<file path="config.mk">
export PLATFORM = sky130hd
export DESIGN_NAME = seg7_scan_driver
export DESIGN_NICKNAME = d
export VERILOG_FILES = /design/src/rtl/seg7_pkg.sv /design/src/rtl/seg7_hex_rom.sv /design/src/rtl/seg7_scan_driver.sv
export SDC_FILE = /design/constraint.sdc
export NUM_CORES = 1
export LEC_CHECK = 0
export CAP_MARGIN = 20
export CORE_ASPECT_RATIO = 1.75
export CORE_UTILIZATION = 55
export CTS_BUF_LIST = sky130_fd_sc_hd__clkbuf_4 sky130_fd_sc_hd__clkbuf_8
export DETAILED_ROUTE_END_ITERATION = 12
export GPL_ROUTABILITY_DRIVEN = 0
export PLACE_DENSITY = 0.88
export SYNTH_ARGS = -nofsm -noshare
export SYNTH_HDL_FRONTEND = slang
export SYNTH_SLANG_ARGS = --single-unit
</file>
<file path="constraint.sdc">
create_clock -name clk -period 2.8 [get_ports clk]
set_clock_uncertainty 0.2 [all_clocks]
set_input_delay 0.7 -clock clk [delete_from_list [all_inputs] [get_ports clk]]
set_output_delay 0.7 -clock clk [all_outputs]
set_load 0.02 [all_outputs]
</file>
<file path="src/rtl/seg7_pkg.sv">
// rtl/seg7_pkg.sv - shared constants, slot phase type and enable helper for the 7-segment scan driver
package seg7_pkg;

   localparam logic [6:0] SEG_OFF    = 7'h7F;
   localparam int         DIGITS_MIN = 2;
   localparam int         DIGITS_MAX = 8;

   typedef enum logic {
      PH_BLANK = 1'b0,
      PH_SHOW  = 1'b1
   } slot_phase_t;

   // Active-low one-hot enable for digit idx, sized for the largest display.
   function automatic logic [DIGITS_MAX-1:0] digit_en_n(input logic [2:0] idx);
      return ~(DIGITS_MAX'(1) << idx);
   endfunction

endpackage

</file>
<file path="src/rtl/seg7_hex_rom.sv">
// rtl/seg7_hex_rom.sv - registered hex-to-segment ROM, active-low segments a..g (bit 6 = a)
// No reset: the owner masks the output until the first address has been latched.
module seg7_hex_rom
   import seg7_pkg::*;
(
   input  logic       clk,
   input  logic [3:0] i_addr,
   output logic [6:0] o_data
);

   logic [6:0] r_data;

   always_ff @(posedge clk) begin
      case (i_addr)
         4'h0: r_data <= 7'b0000001;
         4'h1: r_data <= 7'b1001111;
         4'h2: r_data <= 7'b0010010;
         4'h3: r_data <= 7'b0000110;
         4'h4: r_data <= 7'b1001100;
         4'h5: r_data <= 7'b0100100;
         4'h6: r_data <= 7'b0100000;
         4'h7: r_data <= 7'b0001111;
         4'h8: r_data <= 7'b0000000;
         4'h9: r_data <= 7'b0000100;
         4'hA: r_data <= 7'b0001000;
         4'hB: r_data <= 7'b1100000;
         4'hC: r_data <= 7'b0110001;
         4'hD: r_data <= 7'b1000010;
         4'hE: r_data <= 7'b0110000;
         default: r_data <= 7'b0111000;
      endcase
   end

   assign o_data = r_data;

endmodule

</file>
<file path="src/rtl/seg7_scan_driver.sv">
// rtl/seg7_scan_driver.sv - time-multiplexed common-anode 7-segment driver with frame-aligned updates
// Define SEG7_LZ_BLANK_EN to suppress leading zeros.
module seg7_scan_driver
   import seg7_pkg::*;
#(
   parameter int DIGITS   = 4,
   parameter int SCAN_DIV = 50000
) (
   input  logic                  clk,
   input  logic                  rst,
   input  logic                  load,
   output logic                  ready,
   input  logic [4*DIGITS-1:0]   value_in,
   input  logic [DIGITS-1:0]     dp_in,
   output logic [6:0]            seg_n,
   output logic [DIGITS-1:0]     an_n,
   output logic                  dp_n,
   output logic                  frame_done
);

   localparam int CW = (SCAN_DIV > 1) ? $clog2(SCAN_DIV) : 1;
   localparam int IW = (DIGITS > 1) ? $clog2(DIGITS) : 1;
   localparam logic [CW-1:0] CNT_LAST = CW'(SCAN_DIV - 1);
   localparam logic [IW-1:0] IDX_LAST = IW'(DIGITS - 1);

   logic [CW-1:0]          r_cnt;
   logic [IW-1:0]          r_idx;
   logic [4*DIGITS-1:0]    r_act_val;
   logic [DIGITS-1:0]      r_act_dp;
   logic [4*DIGITS-1:0]    r_pend_val;
   logic [DIGITS-1:0]      r_pend_dp;
   logic                   r_pend;
   logic                   r_seg_mask;

   logic                   w_slot_end;
   logic                   w_wrap;
   logic                   w_xfer;
   logic [3:0]             w_nibble;
   logic [6:0]             w_rom_data;
   logic [DIGITS-1:0]      w_en_n;
   logic [DIGITS-1:0]      w_show;
   slot_phase_t            w_phase;

   assign w_slot_end = (r_cnt == CNT_LAST);
   assign w_wrap     = w_slot_end && (r_idx == IDX_LAST);
   assign w_xfer     = load && !r_pend;

   always_ff @(posedge clk or posedge rst) begin
      if (rst) begin
         r_cnt <= '0;
         r_idx <= '0;
      end else if (w_slot_end) begin
         r_cnt <= '0;
         r_idx <= (r_idx == IDX_LAST) ? '0 : r_idx + 1'b1;
      end else begin
         r_cnt <= r_cnt + 1'b1;
      end
   end

   // A transfer landing on the frame boundary skips the pending stage entirely.
   always_ff @(posedge clk or posedge rst) begin
      if (rst) begin
         r_act_val  <= '0;
         r_act_dp   <= '0;
         r_pend_val <= '0;
         r_pend_dp  <= '0;
         r_pend     <= 1'b0;
      end else if (w_wrap) begin
         if (w_xfer) begin
            r_act_val <= value_in;
            r_act_dp  <= dp_in;
         end else if (r_pend) begin
            r_act_val <= r_pend_val;
            r_act_dp  <= r_pend_dp;
            r_pend    <= 1'b0;
         end
      end else if (w_xfer) begin
         r_pend_val <= value_in;
         r_pend_dp  <= dp_in;
         r_pend     <= 1'b1;
      end
   end

   // The ROM holds stale contents until it has latched one address after reset.
   always_ff @(posedge clk or posedge rst) begin
      if (rst) begin
         r_seg_mask <= 1'b1;
      end else begin
         r_seg_mask <= 1'b0;
      end
   end

   assign w_nibble = r_act_val[4*r_idx +: 4];

   seg7_hex_rom u_rom (
      .clk    (clk),
      .i_addr (w_nibble),
      .o_data (w_rom_data)
   );

`ifdef SEG7_LZ_BLANK_EN
   logic w_seen;

   always_comb begin
      w_seen = 1'b0;
      w_show = '0;
      for (int i = DIGITS - 1; i >= 0; i--) begin
         if (r_act_val[4*i +: 4] != 4'h0) begin
            w_seen = 1'b1;
         end
         w_show[i] = w_seen || r_act_dp[i] || (i == 0);
      end
   end
`else
   assign w_show = '1;
`endif

   // The blank slot at cnt == 0 hides the ROM's one-cycle latency after idx moves.
   assign w_phase = (r_cnt == '0) ? PH_BLANK : PH_SHOW;
   assign w_en_n  = DIGITS'(digit_en_n(3'(r_idx)));

   assign an_n       = (w_phase == PH_SHOW && w_show[r_idx]) ? w_en_n : '1;
   assign dp_n       = (w_phase == PH_SHOW) ? ~r_act_dp[r_idx] : 1'b1;
   assign seg_n      = r_seg_mask ? SEG_OFF : w_rom_data;
   assign ready      = ~r_pend;
   assign frame_done = w_wrap;

endmodule

</file>
==> results.yml <==
status:
  outcome: "finished with violations"
  violations: "negative setup slack"
sta:
  rsz0062_at_grt: "true"
  timing.final.ws_setup_ns: -0.0923
  fmax_ghz: 0.346
  slew_viol_final: 0
  hold_ws_ns: 0.308
  tightest_slew_ns: 0.508
  setup_violations: 6
  relSlewSlack: 0.658
  fin_crit_sh: 1.03
  min_period_ns: 2.89
  finalHoldViolCount: 0
logic_synthesis:
  async_flop_share: 0.896
  yosysSeqAreaShare: 0.492
  synth_edf_count: 0
  synth_area_um2: 3340
  synth_warnings: 0
  synth_nets: 309
  synth_cell_types: 40
  synthFlopType: "dfrtp_1"
  ys_ff_latch: 67
  syn_area_per_cell_um2: 12.2
  postSynthCellCount: 273
worst_hold_path:
  hold_class: "reg2reg"
routing:
  wl_um: 6830
  met1_length_um: 2580
  drcViolationCount: 0
  dr.pass1.iters: 4
  postRouteAntennaNets: 0
  drt_iter0_drc: 106
  vias: 2269
  wl_per_cell_um: 16.4
  wl_met2_um: 3940
  routed_via_density: 5.44
  wl_met3_um: 155
  top_layer: "met4"
critical_path:
  rrSetupSlack_ns: 0.21
  crit_type: "reg2out"
  crit_fanout: 3
  worstPathArrival_ns: 1.99
  cp-start-kind: "flip-flop"
  cp_data_required_time_ns: 1.90
  crit_path_end_kind: "output pin"
place:
  hpwlAfterDp_um: 4940
  place.port_buffers: 36
  place_ws_ns: -0.239
clock_tree:
  clock_sinks: 67
  cts_root_buffer: "clkbuf_8"
  clock_path_buffers: 2
  worstSkewPairLatency_ns: 0.34
  numCtsBuffers: 9
  htree_levels: 3
  clkSlewWorstSetupHoldPaths_ns: 0.07
  cts_tree: "done"
  hold_buffers: 0
floorplan:
  io_pins: 37
  die_w_um: 60.9
  die-area_um2: 6400
  core-area_um2: 5880
  start_util: 0.568
  rows: 37
  die_y_um: 105
job:
  cap_violations: 0
global_route:
  grt_pass1_wl_um: 11600
  grt_max_degree: 29
  groute.usage.overall: 0.251
  antenna_found_initial: 0
  grt_overflow: 0
  grt_pass1_vias: 2462
finish:
  nets: 370
  multi_input_area_um2: 1640
  drive_above_1_share: 0.398
  antenna_cells: 0
  fill_cells: 374
  seq_area_um2: 1640
  final_util: 0.713
  area_growth_pct: 25.6
power_and_ir_drop:
  power.density_nw_per_um2: 453
  cellLeakagePower_nw: 2.03
  irDropWorstVdd_mv: 0.339
-- cell usage in the layout, fill, tap and decap left out, drive strengths merged, types with 8 or more instances in the layout --
master and count:
clkbuf 15, buf 30, dfrtp 59, nand3 10
ha 13, or2 8, nand2 19, mux2 64
nor2 12, clkdlybuf4s50 30, inv 13, xnor2 9
-- worst max-delay path, cell delays in order, from the launching register on --
cell,delay (ns)
dfrtp_1,0.39
or4_4,0.56
nor4_4,0.13
buf_4,0.15
and3_4,0.17
and2_4,0.14
buf_6,0.11
-- registers in the layout (all words and copies together), names as in the netlist --
name          cells
r_pend_dp         4
r_act_dp          4
r_idx             2
r_pend_val       16
r_pend            1
u_rom.o_data      7
r_seg_mask        1
r_cnt            16
r_act_val        16
-- power by group --
part / switching [mW] / internal (mW)
sequential: 0.000927 / 0.968
combinational: 0.0342 / 0.0415
clock: 0.341 / 0.515
-- layer usage --
metal  global-route usage  vias up
met2                0.429       36
met1                0.287     1143
li1                     -     1077
met5                    0        -
met3               0.0458       13
met4                0.122        0
-- area by class of cell --
cell class	count	area share
sequential	67	0.392
multi-input combinational	183	0.392
timing repair buffer	60	0.129
clock buffer	15	0.0448
tap	78	0.0233
inverter	13	0.0116
clock inverter	1	0.00716
-- metrics by stage --
stage	cells	total power [mW]	setup TNS, ns	instance area, um2
floorplan	273	1.01	0	3340
detailed placement	398	1.06	-1.39	3930
finish	417	1.90	-0.255	4190
global placement	398	1.06	-1.06	3930
global route	417	1.97	-0.755	4190
CTS	415	1.91	-0.310	4160
-- cell usage after synthesis (all sizes together) (4+ instances only) --
cell	number	area, um2
dfxtp	7	140
or2	8	50.1
nand3	10	50.1
xnor2	9	78.8
inv	13	48.8
dfrtp	59	1480
ha	13	163
mux4	5	113
clkbuf	10	37.5
nand2	19	71.3
o21a	4	30.0
mux2	64	724
nor2	12	45.0
nor3	4	20.0
-- kinds of logic (layout without fill, tap and decap cells) --
family                   Yosys count  after routing  share of synthesized area
adder cells (fa/ha/maj)           13             13                     0.0487
AO/OA/AOI/OAI                     16             16                     0.0330
multiplexers                      70             70                      0.254
buffers and inverters             23             89                     0.0259
flip-flops                        67             67                      0.492
other                              1              1                    0.00112
XOR/XNOR                          12             12                     0.0315
AND/OR/NAND/NOR                   71             71                      0.114
-- final timing paths --
check / start / end / cells after the start
setup / recovery: r_cnt[10] / frame_done / 6
hold / removal: r_pend_val[2] / r_pend_val[2] / 1
setup reg to reg: r_cnt[10] / r_pend_dp[3] / 9
hold reg to reg: r_pend_val[2] / r_pend_val[2] / 1
max in group asynchronous: rst / r_pend_val[5] / 3
min in group asynchronous: rst / r_cnt[15] / 2
-- repair_timing --
item	in CTS	in global routing
pin swaps	2	1
gates resized for setup	35	3
buffers inserted	1	2
gates cloned	0	0
endpoints found under the setup margin	6	6
(Power assumes the default switching activity.)
